$ cat src/rtl/market_pkg.sv
// Shared types and helpers for the market statistics hub.
// Holds default widths, the price type, popcount and bus slicing.
package market_pkg;

  localparam int DEF_PRICE_W = 8;
  localparam int DEF_CNT_W   = 8;

  typedef logic [DEF_PRICE_W-1:0] price_t;

  function automatic logic [3:0] popcount(input logic [7:0] v);
    logic [3:0] n;
    n = '0;
    for (int i = 0; i < 8; i++)
      n = n + {3'b000, v[i]};
    return n;
  endfunction

  function automatic int slice_lo(input int idx, input int w);
    return idx * w;
  endfunction

endpackage

$ cat src/rtl/trade_channel.sv
// One trading channel: compare stage, saturating counter and halt.
// Resume clears the channel, including its stage-1 register.
module trade_channel
  import market_pkg::*;
#(
  parameter int PRICE_W    = DEF_PRICE_W,
  parameter int CNT_W      = DEF_CNT_W,
  parameter int HALT_LIMIT = 200
) (
  input  logic               clk,
  input  logic               reset,
  input  logic               order_valid,
  input  logic [PRICE_W-1:0] buy_price,
  input  logic [PRICE_W-1:0] sell_price,
  input  logic               resume,
  output logic               inc,
  output logic [CNT_W-1:0]   count,
  output logic [PRICE_W-1:0] spread,
  output logic               halt
);

  logic               s1_valid;
  logic               s1_match;
  logic [PRICE_W-1:0] s1_spread;
  logic [CNT_W-1:0]   cnt_next;
  logic               halt_next;
  logic               accept;
  logic               ge;

  assign ge = buy_price >= sell_price;

  // Halt is decided from the post-increment count so a new order
  // arriving on the halting edge is already refused.
  always_comb begin
    inc      = s1_valid && s1_match && !halt;
    cnt_next = count;
    if (inc && count != '1)
      cnt_next = count + 1'b1;
    halt_next = halt || (cnt_next >= CNT_W'(HALT_LIMIT));
    accept    = order_valid && !halt_next;
  end

  always_ff @(posedge clk or posedge reset) begin
    if (reset) begin
      s1_valid  <= 1'b0;
      s1_match  <= 1'b0;
      s1_spread <= '0;
      count     <= '0;
      spread    <= '0;
      halt      <= 1'b0;
    end else if (resume) begin
      s1_valid  <= 1'b0;
      s1_match  <= 1'b0;
      s1_spread <= '0;
      count     <= '0;
      spread    <= '0;
      halt      <= 1'b0;
    end else begin
      s1_valid <= accept;
      if (accept) begin
        s1_match  <= ge;
        s1_spread <= ge ? buy_price - sell_price
                        : sell_price - buy_price;
      end
      if (s1_valid && !halt) begin
        count  <= cnt_next;
        spread <= s1_spread;
      end
      halt <= halt_next;
    end
  end

endmodule

$ cat src/rtl/market_stats_hub.sv
// N-channel trade statistics with a frame-synchronous snapshot.
// The snapshot copies live registers before same-edge updates.
module market_stats_hub
  import market_pkg::*;
#(
  parameter int N_CH       = 4,
  parameter int PRICE_W    = DEF_PRICE_W,
  parameter int CNT_W      = DEF_CNT_W,
  parameter int HALT_LIMIT = 200,
  parameter int TOT_W      = CNT_W + 3
) (
  input  logic                    clk,
  input  logic                    reset,
  input  logic [N_CH-1:0]         order_valid,
  input  logic [N_CH*PRICE_W-1:0] buy_price,
  input  logic [N_CH*PRICE_W-1:0] sell_price,
  input  logic [N_CH-1:0]         resume,
  input  logic                    frame_start,
  output logic [N_CH*CNT_W-1:0]   snap_count,
  output logic [N_CH*PRICE_W-1:0] snap_spread,
  output logic [N_CH-1:0]         snap_halt,
  output logic [TOT_W-1:0]        snap_total,
  output logic                    snap_valid,
  output logic [N_CH-1:0]         halt
);

  logic [N_CH-1:0]         inc;
  logic [N_CH*CNT_W-1:0]   count;
  logic [N_CH*PRICE_W-1:0] spread;
  logic [TOT_W-1:0]        total;
  logic [3:0]              pc;
  logic [TOT_W:0]          sum;

  for (genvar i = 0; i < N_CH; i++) begin : g_ch
    trade_channel #(
      .PRICE_W   (PRICE_W),
      .CNT_W     (CNT_W),
      .HALT_LIMIT(HALT_LIMIT)
    ) u_ch (
      .clk        (clk),
      .reset      (reset),
      .order_valid(order_valid[i]),
      .buy_price  (buy_price[slice_lo(i, PRICE_W) +: PRICE_W]),
      .sell_price (sell_price[slice_lo(i, PRICE_W) +: PRICE_W]),
      .resume     (resume[i]),
      .inc        (inc[i]),
      .count      (count[slice_lo(i, CNT_W) +: CNT_W]),
      .spread     (spread[slice_lo(i, PRICE_W) +: PRICE_W]),
      .halt       (halt[i])
    );
  end

  assign pc  = popcount(8'(inc));
  assign sum = {1'b0, total} + (TOT_W+1)'(pc);

  always_ff @(posedge clk or posedge reset) begin
    if (reset)
      total <= '0;
    else
      total <= sum[TOT_W] ? '1 : sum[TOT_W-1:0];
  end

  always_ff @(posedge clk or posedge reset) begin
    if (reset) begin
      snap_count  <= '0;
      snap_spread <= '0;
      snap_halt   <= '0;
      snap_total  <= '0;
      snap_valid  <= 1'b0;
    end else begin
      snap_valid <= frame_start;
      if (frame_start) begin
        snap_count  <= count;
        snap_spread <= spread;
        snap_halt   <= halt;
        snap_total  <= total;
      end
    end
  end

endmodule
$ cat config.mk
export PLATFORM = sky130hd
export DESIGN_NAME = market_stats_hub
export DESIGN_NICKNAME = d
export VERILOG_FILES = /design/src/rtl/market_pkg.sv /design/src/rtl/trade_channel.sv /design/src/rtl/market_stats_hub.sv
export SDC_FILE = /design/constraint.sdc
export NUM_CORES = 1
export LEC_CHECK = 0
export ABC_CLOCK_PERIOD_IN_PS = 6300
export CORE_UTILIZATION = 50
export CTS_CLUSTER_DIAMETER = 30
export DETAILED_ROUTE_END_ITERATION = 8
export PLACE_DENSITY = 0.74
export RECOVER_POWER = 100
export SETUP_SLACK_MARGIN = 0.15
export SLEW_MARGIN = 20
export SYNTH_ARGS = -nofsm -noshare
export SYNTH_HDL_FRONTEND = slang
export SYNTH_SLANG_ARGS = --single-unit
$ cat constraint.sdc
create_clock -name clk -period 6.3 [get_ports clk]
set_input_delay 1.26 -clock clk [delete_from_list [all_inputs] [get_ports clk]]
set_output_delay 1.26 -clock clk [all_outputs]
set_load 0.01 [all_outputs]
==> flow_metrics.env <==
export IMPL_fin_crit_ns=4.74
export IMPL_synthToLayoutAreaGrowth_pct=19.5
export IMPL_place_inst=1510
export IMPL_setup_viol=0
export IMPL_path_cells="clkbuf_1, mux2_2"
export IMPL_fin_area_um2=13500
export IMPL_antenna_found_initial=0
export IMPL_initialDrtViolationCount=368
export IMPL_hpwl_um=16100
export IMPL_cpPeakStageDelay_ns=3.09
export IMPL_failed_checks="DRC, capacitance limit, slew limit"
export IMPL_final_util_pct=61.4
export IMPL_rr_worst_depth=8
export IMPL_via_count=8316
export IMPL_io_buffer_count=158
export IMPL_whs_path_depth=1
export IMPL_drt_total_wl_um=22700
export IMPL_seq_area_frac_synth_pct=44.0
export IMPL_ys_types=69
export IMPL_gp_congestion=0.896
export IMPL_dp_slack_ns=1.81
export IMPL_cts_buffer_depth=2
export IMPL_syn_area_per_cell_um2=9.97
export IMPL_period_share_pct=75.3
export IMPL_drv_cap=3
export IMPL_cts_sinks=199
export IMPL_relSlewSlack_pct=-200
export IMPL_ant_nets=0
export IMPL_htreeDepth=4
export IMPL_r2r_slack_ns=3.15
export IMPL_fmax_ghz=0.211
export IMPL_cp_max_fo=80
export IMPL_insertion_delay_ns=0.42
export IMPL_diodes=0
export IMPL_top_layer="met4"
export IMPL_cts_tree="yes"
export IMPL_drc_errors=7
export IMPL_fill_cells=1894
export IMPL_track_usage_pct=20.4
export IMPL_post_cts_buffers=0
export IMPL_start_util_pct=51.4
export IMPL_place_area_um2=13000
export IMPL_drive_above_1_share_pct=10.1
export IMPL_synth_top_area_cell="dfrtp_1"
export IMPL_synth_net_count=1287
export IMPL_rows=54
export IMPL_worstSetupPathType="in2reg"
export IMPL_synth_most_common_cell="dfrtp_1"
export IMPL_synth_async_sr_flop_share_pct=100
export IMPL_avgRoutedWirePerCell_um=14.7
export IMPL_min_delay_worst_endpoint="snap_halt[2]"
export IMPL_p_switching_mw=0.812
export IMPL_setup_tns_final_ns=0
export IMPL_die_x_um=152
export IMPL_internal_power_mw=2.26
export IMPL_critPathRequiredTime_ns=6.64
export IMPL_clk_pin_slew_ns=0.07
export IMPL_r2r_start="g_ch[1].u_ch.count[0]"
export IMPL_grt_pass1_wl_um=39300
export IMPL_fin_skew_ns=0.0103
export IMPL_clkPwrFrac_pct=36.0
export IMPL_dr_pass1_iters=9
export IMPL_finalWorstSetupSlack_ns=1.56
export IMPL_final_cells=1543
export IMPL_totalPowerFinal_mw=3.07
export IMPL_worstPathArrival_ns=5.09
export IMPL_status="finished with violations"
export IMPL_cp_buffers_inverters=1
export IMPL_ys_seq_elements=199
export IMPL_power_density_nw_per_um2=227
export IMPL_synth_top_area_share_pct=44.0
export IMPL_yosys_top_cells_area="dfrtp_1 (44%), mux2_2 (8.6%), ha_1 (7.2%)"
export IMPL_cp_end_kind="flop"
export IMPL_nNetsFinal=1401
export IMPL_die_area_um2=23300
export IMPL_r2r_end="g_ch[1].u_ch.s1_spread[3]"
export IMPL_grt_max_degree=183
export IMPL_cpMaxStageDelayCell="clkbuf_1"
export IMPL_power_frac_seq_pct=45.9
export IMPL_hold_buffers=0
export IMPL_ctsResizeCount=0
export IMPL_drv_slew=277
export IMPL_peakVddDrop_v=0.000173
export IMPL_met1_length_um=10700
export IMPL_core_area_um2=22000
export IMPL_final_hold_viol_count=0
export IMPL_cts_buffers=17
export IMPL_holdWs_ns=0.500
export IMPL_tightest_slew_ns=4.50
export IMPL_power_frac_comb_pct=18.1
export IMPL_min_path_type="reg2reg"
export IMPL_syn_cell_area_um2=11300
export IMPL_cts_root_buf="clkbuf_16"
export IMPL_rsz0062_at_grt="false"
export IMPL_p_leak_nw=6.59
export IMPL_critPathTopFamily="buffers and inverters"
export IMPL_io_pins=159
export IMPL_synth_cells=1136
export IMPL_swShare_pct=26.4
export IMPL_grt_overflow_total=0
export IMPL_grt_pass1_vias=8014
export IMPL_dr_wl_met2_um=10900
export IMPL_yosysWarnings=0
export IMPL_die_h_um=152
export IMPL_worstSetupStartpointType="input port"
export IMPL_synth_ff_type="dfrtp_1"
export IMPL_synth_edf_count=0
export IMPL_holdCritStartpoint="snap_halt[2]"
export IMPL_wl_met3_um=1030
export IMPL_viasPerCell=5.39
export IMPL_synth_common_cells="dfrtp_1 (199), nand2_1 (108), inv_1 (89), mux2_2 (86), nor2_1 (81)"
==> metal layers <==
metal  vias up  GRT usage (%)
met1      4016           27.5
met4         0           4.52
met2       157           33.6
met5         -              0
li1       4133              -
met3        10           4.78
==> worst max-delay path by stage <==
stage,end,depth (start not counted),slack [ns],start
after global routing,snap_spread[29],2,1.13,frame_start
after floorplan,g_ch[0].u_ch.count[0],1,2.47,reset
after CTS,g_ch[3].u_ch.s1_spread[3],12,2.28,buy_price[24]
final,snap_spread[22],2,1.56,frame_start
after global placement,g_ch[2].u_ch.s1_spread[3],10,1.92,buy_price[21]
after detailed placement,g_ch[3].u_ch.s1_spread[3],12,1.81,buy_price[24]
==> flip-flops by register name (all words and copies together) (netlist names) <==
signal	count
g_ch.u_ch.count	32
g_ch.u_ch.s1_spread	32
g_ch.u_ch.spread	32
snap_count	32
snap_spread	32
snap_total	11
total	11
g_ch.u_ch.halt	4
g_ch.u_ch.s1_match	4
g_ch.u_ch.s1_valid	4
snap_halt	4
snap_valid	1
==> final cells by class <==
cell class	count	area (µm²)	share of cell area, %
well taps	280	350	2.59
clock inverters	11	148	1.09
flip-flops and latches	199	4980	36.8
inverters	89	335	2.48
multi-input cells	783	5680	42.0
repair buffers	160	1590	11.7
clock buffers	21	450	3.33
==> logic make-up after synthesis <==
| kind of cell | Yosys count | synth area share (%) |
|---|---|---|
| DFF | 199 | 44.0 |
| xor gates and xnor gates | 42 | 3.25 |
| and+or+nand+nor | 331 | 14.1 |
| buffers and inverters | 154 | 5.72 |
| AOI/OAI and AO/OA | 216 | 12.4 |
| adders and majority gates | 76 | 9.13 |
| muxes | 118 | 11.4 |
==> layout by cell type, fill, tap and decap left out, types with 5 or more instances in the layout <==
cell             instances
mux2_2                  83
nand2_1                108
a21o_1                  17
a211oi_1                20
nor3_1                  26
fa_1                    11
nor2b_1                 19
o21a_1                  11
nand4_1                  8
clkbuf_16               17
inv_1                   88
ha_1                    65
xnor2_1                 26
dfrtp_1                199
nor2_1                  81
a21oi_1                 72
a311oi_1                 7
xor2_1                  16
and3_1                   9
clkdlybuf4s50_1         64
clkbuf_1                 5
o211ai_1                 5
dlygate4sd3_1           93
nand2b_1                18
a31oi_1                 13
o21ai_0                 34
nand3b_1                 7
nand3_1                 21
mux2i_1                 32
==> power groups by stage <==
stage | Sequential, mW | Clock [mW] | Combinational [mW]
CTS | 1.41 | 1.14 | 0.576
floorplan | 1.43 | 0 | 0.372
finish | 1.41 | 1.11 | 0.556
global route | 1.42 | 1.19 | 0.626
global placement | 1.43 | 0 | 0.561
detailed placement | 1.43 | 0 | 0.571
No activity file was read; power rests on OpenSTA's default activity.
